===== src/rtl/mem_bus_unit_pkg.sv =====
// Control-word bit positions decoded by the memory bus unit, plus shared widths.
package mem_bus_unit_pkg;

  localparam int unsigned CsWidth  = 24;
  localparam int unsigned CsWmfc   = 8;
  localparam int unsigned CsRnw    = 9;
  localparam int unsigned CsMarIn  = 18;
  localparam int unsigned CsMbrOut = 19;

  localparam int unsigned CtrW = 8;

endpackage


===== src/rtl/mem_bus_unit_if.sv =====
// External memory port: request/acknowledge handshake with address and data.
interface mem_bus_unit_if #(
  parameter int unsigned DW = 8
) ();

  logic          mem_req;
  logic          mem_we;
  logic [DW-1:0] mem_addr;
  logic [DW-1:0] mem_wdata;
  logic [DW-1:0] mem_rdata;
  logic          mem_ack;

  modport master (
    output mem_req, mem_we, mem_addr, mem_wdata,
    input  mem_rdata, mem_ack
  );

  modport slave (
    input  mem_req, mem_we, mem_addr, mem_wdata,
    output mem_rdata, mem_ack
  );

endinterface


===== src/rtl/mem_bus_unit_timeout_ctr.sv =====
// Saturating cycle counter for the memory request; flags the last permitted cycle.
module mem_timeout_ctr
  import mem_bus_unit_pkg::*;
#(
  parameter int unsigned TIMEOUT = 15
) (
  input  logic clk_i,
  input  logic rst_ni,
  input  logic clr_i,
  input  logic en_i,
  output logic expire_o
);

  localparam logic [CtrW-1:0] Max  = CtrW'(TIMEOUT);
  localparam logic [CtrW-1:0] Last = CtrW'(TIMEOUT - 1);

  logic [CtrW-1:0] cnt_d, cnt_q;

  always_comb begin
    cnt_d = cnt_q;
    if (clr_i) begin
      cnt_d = '0;
    end else if (en_i && (cnt_q < Max)) begin
      cnt_d = cnt_q + CtrW'(1);
    end
  end

  always_ff @(posedge clk_i or negedge rst_ni) begin
    if (!rst_ni) begin
      cnt_q <= '0;
    end else begin
      cnt_q <= cnt_d;
    end
  end

  assign expire_o = (cnt_q == Last);

endmodule


===== src/rtl/mem_bus_unit.sv =====
// Memory-side responder for the CU: holds MAR/MBR and runs the req/ack memory handshake,
// returning a one-cycle MFC when the access completes or times out.
module mem_bus_unit
  import mem_bus_unit_pkg::*;
#(
  parameter int unsigned SZ      = CsWidth,
  parameter int unsigned DW      = 8,
  parameter int unsigned TIMEOUT = 15
) (
  input  logic           CLK,
  input  logic           RST_N,
  input  logic [SZ-1:0]  CS_bus,
  input  logic [DW-1:0]  bus_in,
  output logic [DW-1:0]  bus_out,
  output logic           bus_oe,
  output logic           MFC,
  output logic           err,
  mem_bus_unit_if.master mem
);

  typedef enum logic [1:0] {StIdle, StReq, StDone} state_e;

  state_e        state_d, state_q;
  logic [DW-1:0] mar_d, mar_q, mbr_d, mbr_q;
  logic          we_d, we_q, req_d, req_q, mfc_d, mfc_q, err_d, err_q;
  logic          armed_d, armed_q;
  logic          ctr_clr, ctr_en, ctr_expire;
  logic          wmfc, rnw, mar_in, unused_cs;

  assign wmfc      = CS_bus[CsWmfc];
  assign rnw       = CS_bus[CsRnw];
  assign mar_in    = CS_bus[CsMarIn];
  assign unused_cs = ^CS_bus;

  mem_timeout_ctr #(
    .TIMEOUT(TIMEOUT)
  ) u_ctr (
    .clk_i   (CLK),
    .rst_ni  (RST_N),
    .clr_i   (ctr_clr),
    .en_i    (ctr_en),
    .expire_o(ctr_expire)
  );

  always_comb begin
    state_d = state_q;
    mar_d   = mar_q;
    mbr_d   = mbr_q;
    we_d    = we_q;
    req_d   = req_q;
    mfc_d   = 1'b0;
    err_d   = err_q;
    // WMFC lingers one cycle past MFC; only a low sample re-arms the next request.
    armed_d = armed_q | ~wmfc;
    ctr_clr = 1'b0;
    ctr_en  = 1'b0;
    unique case (state_q)
      StIdle: begin
        if (mar_in) mar_d = bus_in;
        if (wmfc && armed_q) begin
          we_d    = ~rnw;
          if (!rnw) mbr_d = bus_in;
          ctr_clr = 1'b1;
          req_d   = 1'b1;
          armed_d = 1'b0;
          state_d = StReq;
        end
      end
      StReq: begin
        ctr_en = 1'b1;
        if (mem.mem_ack) begin
          if (!we_q) mbr_d = mem.mem_rdata;
          req_d   = 1'b0;
          mfc_d   = 1'b1;
          state_d = StDone;
        end else if (ctr_expire) begin
          if (!we_q) mbr_d = {DW{1'b1}};
          err_d   = 1'b1;
          req_d   = 1'b0;
          mfc_d   = 1'b1;
          state_d = StDone;
        end
      end
      StDone: begin
        state_d = StIdle;
      end
      default: begin
        req_d   = 1'b0;
        state_d = StIdle;
      end
    endcase
  end

  always_ff @(posedge CLK or negedge RST_N) begin
    if (!RST_N) begin
      state_q <= StIdle;
      mar_q   <= '0;
      mbr_q   <= '0;
      we_q    <= 1'b0;
      req_q   <= 1'b0;
      mfc_q   <= 1'b0;
      err_q   <= 1'b0;
      armed_q <= 1'b1;
    end else begin
      state_q <= state_d;
      mar_q   <= mar_d;
      mbr_q   <= mbr_d;
      we_q    <= we_d;
      req_q   <= req_d;
      mfc_q   <= mfc_d;
      err_q   <= err_d;
      armed_q <= armed_d;
    end
  end

  assign bus_out       = mbr_q;
  assign bus_oe        = CS_bus[CsMbrOut];
  assign MFC           = mfc_q;
  assign err           = err_q;
  assign mem.mem_req   = req_q;
  assign mem.mem_we    = we_q;
  assign mem.mem_addr  = mar_q;
  assign mem.mem_wdata = mbr_q;

endmodule


===== src/flat_wrapper.sv =====
// flat-port wrapper written by rule: the top's interface ports become plain ports
module mem_bus_unit_flat import mem_bus_unit_pkg::*;
#(
  parameter int unsigned SZ      = CsWidth,
  parameter int unsigned DW      = 8,
  parameter int unsigned TIMEOUT = 15
)
  (CLK, RST_N, CS_bus, bus_in, bus_out, bus_oe, MFC, err, mem_mem_req, mem_mem_we, mem_mem_addr, mem_mem_wdata, mem_mem_rdata, mem_mem_ack);
  mem_bus_unit_if #(.DW(DW)) mem_i ();
  input  logic CLK;
  input  logic RST_N;
  input  logic [SZ-1:0] CS_bus;
  input  logic [DW-1:0] bus_in;
  output logic [DW-1:0] bus_out;
  output logic bus_oe;
  output logic MFC;
  output logic err;
  output wire logic [$bits(mem_i.mem_req)-1:0] mem_mem_req;
  output wire logic [$bits(mem_i.mem_we)-1:0] mem_mem_we;
  output wire logic [$bits(mem_i.mem_addr)-1:0] mem_mem_addr;
  output wire logic [$bits(mem_i.mem_wdata)-1:0] mem_mem_wdata;
  input wire logic [$bits(mem_i.mem_rdata)-1:0] mem_mem_rdata;
  input wire logic [$bits(mem_i.mem_ack)-1:0] mem_mem_ack;
  assign mem_mem_req = mem_i.mem_req;
  assign mem_mem_we = mem_i.mem_we;
  assign mem_mem_addr = mem_i.mem_addr;
  assign mem_mem_wdata = mem_i.mem_wdata;
  assign mem_i.mem_rdata = mem_mem_rdata;
  assign mem_i.mem_ack = mem_mem_ack;
  mem_bus_unit #(.SZ(SZ), .DW(DW), .TIMEOUT(TIMEOUT)) u_core (.CLK(CLK), .RST_N(RST_N), .CS_bus(CS_bus), .bus_in(bus_in), .bus_out(bus_out), .bus_oe(bus_oe), .MFC(MFC), .err(err), .mem(mem_i));
endmodule

===== config.mk =====
export PLATFORM = sky130hd
export DESIGN_NAME = mem_bus_unit_flat
export DESIGN_NICKNAME = d
export VERILOG_FILES = /design/src/rtl/mem_bus_unit_pkg.sv /design/src/rtl/mem_bus_unit_if.sv /design/src/rtl/mem_bus_unit_timeout_ctr.sv /design/src/rtl/mem_bus_unit.sv /design/src/flat_wrapper.sv
export SDC_FILE = /design/constraint.sdc
export NUM_CORES = 1
export LEC_CHECK = 0
export ABC_AREA = 1
export CORE_ASPECT_RATIO = 0.75
export CORE_MARGIN = 4
export CORE_UTILIZATION = 40
export DETAILED_ROUTE_END_ITERATION = 7
export PLACE_DENSITY_LB_ADDON = 0.1
export REMOVE_ABC_BUFFERS = 1
export SKIP_LAST_GASP = 1
export SLEW_MARGIN = 20
export SYNTH_ARGS = -nofsm -noshare
export SYNTH_HDL_FRONTEND = slang
export SYNTH_SLANG_ARGS = --single-unit

===== constraint.sdc =====
create_clock -name CLK -period 1.75 [get_ports CLK]
set_input_delay 0.525 -clock CLK [delete_from_list [all_inputs] [get_ports CLK]]
set_output_delay 0.525 -clock CLK [all_outputs]
set_load 0.005 [all_outputs]

Word-level counts from Yosys, hierarchy flattened
Cells that the tools add are included.
{"block": "word_totals", "ff_bits": 31, "input_bits": 43, "out_inout_bits": 29, "word_cells": 59}
{"block": "classes", "add_sub_neg": 1, "n_lt_le_gt_ge": 1, "eq_ne": 7, "mux": 25, "bitwise": 5, "reduce_logical": 11}
{"op": "$mux 8", "count": 8}
{"op": "$pmux 8 s2", "count": 1}
{"op": "$mux 1", "count": 11}
{"op": "$add 8x1->8 const B", "count": 1}
{"op": "$eq 8x4->1 const B", "count": 1}
{"op": "$lt 8x4->1 const B", "count": 1}
{"op": "$mux 2", "count": 3}
{"op": "$reduce_and 2->1", "count": 3}
{"op": "$reduce_and 3->1", "count": 2}
{"op": "$reduce_and 5->1", "count": 1}
{"op": "$ne 2x2->1 const B", "count": 2}
{"op": "$not 1->1", "count": 4}
{"op": "$pmux 2 s2", "count": 1}
{"op": "$reduce_bool 2->1", "count": 2}
{"op": "$ne 3x2->1 const B", "count": 1}
{"op": "$pmux 1 s3", "count": 1}
{"op": "$eq 2x1->1 const B", "count": 1}
{"op": "$eq 2x2->1 const B", "count": 1}
{"op": "$logic_and 1x1->1", "count": 2}
{"op": "$logic_not 2->1", "count": 1}
{"op": "$ne 2x1->1 const B", "count": 1}
{"op": "$or 1x1->1", "count": 1}

Longest topological paths before layout
Gate-level depths: netlist (run 1).
{"block": "logic_depth", "word_depth": 5, "depth_mapped": 8}

Modules after synthesis
Synthesis (run 1) repeated with hierarchy kept, for this count alone.
{"block": "unflattened", "cells_unflattened": 182, "hier_area_um2": 1652.8}
{"module": "mem_bus_unit", "n_inst": 1, "cells_per_inst": 134, "area_per_inst_um2": 1206.2, "seq_area_each_um2": 576.8}
{"module": "mem_timeout_ctr", "n_inst": 1, "cells_per_inst": 48, "area_per_inst_um2": 446.7, "seq_area_each_um2": 200.2}

Worst setup path after synthesis (run 1)
OpenSTA, ideal clock, no wires.
{"block": "synth_timing", "path_type": "register to register", "start": "register u_core.u_ctr.cnt_q[0]", "end": "register u_core.req_q, in the netlist u_core.mem.mem_req", "setup_ps": 121, "arrival_time_ps": 1159, "required_time_ps": 1629, "slack_ps": 471, "path_stages_with_launch": 9, "n_path_buf": 1, "path_cell_list": "dfrtp_1 > inv_1 > ha_1 > nand3_2 > o21ai_2 > buf_6 > nand2_1 > nand2_1 > nand2_1"}
{"block": "synth_between", "elab_chain_cells": 3}
{"element": "from (decl)", "line": "mem_bus_unit_timeout_ctr.sv:17", "source": "logic [CtrW-1:0] cnt_d, cnt_q;"}
{"element": "from (signal assigned)", "line": "mem_bus_unit_timeout_ctr.sv:32", "source": "cnt_q <= cnt_d;"}
{"element": "$eq 8x4->1", "line": "mem_bus_unit_timeout_ctr.sv:36", "source": "assign expire_o = (cnt_q == Last);"}
{"element": "$ne 3x2->1 (no line)"}
{"element": "$reduce_and 3->1 (no line)"}
{"element": "to (signal assigned)", "line": "mem_bus_unit.sv:109", "source": "req_q <= req_d;"}
{"element": "to (decl)", "line": "mem_bus_unit.sv:25", "source": "logic we_d, we_q, req_d, req_q, mfc_d, mfc_q, err_d, err_q;"}
Every way passes these cells.
A chain may end at the register's enable or synchronous reset.

Final worst setup path (run 1)
{"block": "layout_timing", "start": "register u_core.mbr_q[7], in the netlist u_core.bus_out[7]", "end": "output bus_out[7]"}
{"element": "from (decl)", "line": "mem_bus_unit.sv:24", "source": "logic [DW-1:0] mar_d, mar_q, mbr_d, mbr_q;"}
{"element": "from (signal assigned)", "line": "mem_bus_unit.sv:107", "source": "mbr_q <= mbr_d;"}
{"element": "to (decl)", "line": "flat_wrapper.sv:14", "source": "output logic [DW-1:0] bus_out;"}
No word-level cell between the ends.

==> results.py, run 1 <==
metrics = {
    "critical_path": {
        "cp_slowest_cell": "clkdlybuf4s50_1",
        "cp_cell_sequence": "clkdlybuf4s50_1",
        "critical_path_arrival_ns": 1.18,
        "max_stage_delay_ns": 0.53,
        "cp_top_family": "buffers and inverters",
        "critical_path_class": "reg2out",
        "crit_required_ns": 1.22,
        "startpoint_type": "register",
        "cp_max_fo": 3,
        "cp-end-kind": "primary output",
        "cp_num_buf_inv": 1,
    },
    "clocking": {
        "clock_latency_ns": 0.27,
        "root_buffer": "clkbuf_8",
        "clockBufferDepth": 2,
        "cts_hold_buffers": 0,
        "cts.repair.resized": 0,
        "cts_tree": "done",
        "cts_setup_buffers": 0,
        "clock_sinks": 31,
        "h-tree-depth": 2,
        "clk_pin_slew_ns": 0.06,
        "cts_buffers": 5,
    },
    "placed_design": {
        "place_hpwl_mm": 2.760,
        "io_buffer_count": 49,
        "dp_cells": 266,
        "post-place-ws_ns": 0.02524,
        "gp_congestion": 0.7507,
    },
    "pwr": {
        "comb_power_share_pct": 45.3,
        "power_density_nw_per_um2": 1425,
        "ir_drop_mv": 0.6686,
        "p_leak_nw": 1.001,
        "switching_share_pct": 32.63,
        "p_int_w": 0.002024,
        "clkPwrFrac_pct": 16.2,
        "p_sw_w": 0.0009807,
        "pwr-share-seq_pct": 38.5,
    },
    "floorplan": {
        "die_h_um": 61.35,
        "dieArea_um2": 4854,
        "rows": 19,
        "ios": 72,
        "core_area_um2": 3661,
        "die_w_um": 79.13,
        "start_util_pct": 41.46,
    },
    "logic_synthesis": {
        "synth_seq_cells": 31,
        "synth_compound_area_share_pct": 4.782,
        "synth_area_per_cell_um2": 8.875,
        "synth_top_family_by_area": "simple AND/OR/NAND/NOR gates",
        "synth-xor-area-share_pct": 0.5771,
        "ys_seq_area_share_pct": 51.20,
        "synth_mux_area_share_pct": 5.936,
        "ys.warnings.count": 0,
        "synth_cell_types": 23,
        "synth-simple-area-share_pct": 26.63,
        "syn_inst": 171,
        "syn-cell-area_um2": 1518,
        "synthAdderAreaFrac_pct": 1.649,
    },
    "final_layout": {
        "area_growth_pct": 38.91,
        "final_nets": 266,
        "drive_gt1_share_pct": 14.09,
        "final_cell_mix": "clkdlybuf4s50_1, nand2_1, dfrtp_1",
        "fin_cells": 272,
        "final_common_cell": "clkdlybuf4s50_1",
        "diodes": 0,
    },
    "sta": {
        "fmax_mhz": 587.2,
        "drv_slew": 0,
        "setup_viol": 0,
        "setup_tns_ns": 0,
        "final.min_clock_period_ns": 1.703,
        "tightest_slew_ns": 0.2820,
        "holdWs_ns": 0.4595,
        "rsz0062_at_grt": "no",
        "fin_ws_ns": 0.04691,
        "hold_violations": 0,
        "slew_headroom_pct": 81.20,
        "period_share_pct": 97.32,
        "clock-skew-final_ns": 0.004064,
    },
    "routing": {
        "wirelength_mm": 3.489,
        "ant_nets": 0,
        "drt-initial-drc-count": 96,
        "drtPass1Iterations": 4,
        "num_vias": 1255,
        "wl_per_cell_um": 12.83,
        "viasPerCell": 4.614,
        "drcViolationCount": 0,
    },
    "global_route": {
        "grt_pass1_wl_mm": 5.616,
        "grt-ovfl-total": 0,
        "grt_max_degree": 32,
        "antenna_found_initial": 0,
        "grt_pass1_vias": 1210,
        "grt_util_all_layers_pct": 15.36,
    },
    "status": {
        "status": "finished clean",
    },
    "flow_run": {
        "cap_violations": 0,
    },
    "min_path": {
        "hp-class": "reg2reg",
    },
}
==> path summary, 6_finish.rpt <==
path,startpoint,to,slack (ns),cells after the start
worst max-delay path,u_core.bus_out[7],bus_out[7],0.05,1
worst min-delay path,u_core.err,u_core.err,0.46,1
worst max register to register,u_core.u_ctr.cnt_q[0],u_core.bus_out[1],0.25,7
worst min register to register,u_core.err,u_core.err,0.46,1
max in group asynchronous,RST_N,u_core.armed_q,0.88,2
min in group asynchronous,RST_N,u_core.bus_out[2],0.63,2
==> power by group through the flow <==
| stage | combinational [W] | sequential [W] | clock [W] |
|---|---|---|---|
| floorplan | 0.000537 | 0.00117 | 0 |
| global placement | 0.00136 | 0.00114 | 0 |
| global route | 0.00152 | 0.00120 | 0.000537 |
| CTS | 0.00138 | 0.00116 | 0.000507 |
| finish | 0.00136 | 0.00116 | 0.000487 |
| detailed placement | 0.00138 | 0.00116 | 0 |
==> through the flow <==
step	utilization [%]	instance area, um^2	power, W
after floorplan	-	1423	0.001707
after global placement	55.60	2036	0.002498
after detailed placement	55.60	2036	0.002544
after CTS	57.59	2108	0.003048
after global routing	57.59	2108	0.003251
final	57.59	2108	0.003005
==> registers in the layout, summed over array words and instances, names as in the netlist <==
name,cells
u_core.bus_out,8
u_core.mem.mem_addr,8
u_core.u_ctr.cnt_q,8
u_core.state_q,2
u_core.MFC,1
u_core.armed_q,1
u_core.err,1
u_core.mem.mem_req,1
u_core.mem.mem_we,1
==> cells by family after synthesis <==
group	count (synthesis)
muxes	8
adders and majority gates	2
and+or+nand+nor	92
AOI/OAI and AO/OA	13
DFF	31
buffers and inverters	24
xor gates and xnor gates	1
==> synth_stat cells (all sizes together) <==
| master | instances | area [um^2] |
|---|---|---|
| ha | 2 | 25.02 |
| xor2 | 1 | 8.760 |
| o21ai | 12 | 63.81 |
| nand3 | 18 | 95.09 |
| nand3b | 1 | 7.510 |
| nor2 | 25 | 111.4 |
| buf | 12 | 95.08 |
| dfrtp | 30 | 750.7 |
| nand4 | 1 | 6.260 |
| mux2 | 8 | 90.09 |
| dfstp | 1 | 26.28 |
| inv | 12 | 45.05 |
| nand2 | 47 | 183.9 |
| a21o | 1 | 8.760 |
==> per-layer routing <==
layer / track usage, % / vias up / routed length [um]
met5: 0 / - / 0
met4: 5.147 / 0 / 37
met3: 4.971 / 5 / 234
met2: 23.26 / 45 / 1573
met1: 21.09 / 568 / 1644
li1: - / 637 / -
==> layout make-up <==
cell class                 count  area [um^2]
sequential                    31        777.0
fill                         355         1553
clock buffer                   6        72.57
multi-input combinational    116        600.6
tap                           52        65.06
inverter                      12        45.04
timing repair buffer          55        548.0
Note: power is estimated with default switching activity, not from simulation.
==> run 2, diff against run 1 <==
- CAP_MARGIN: not set -> 20
==> results of run 2 <==
The final DEF is identical to that of run 1; final timing and power are the same.
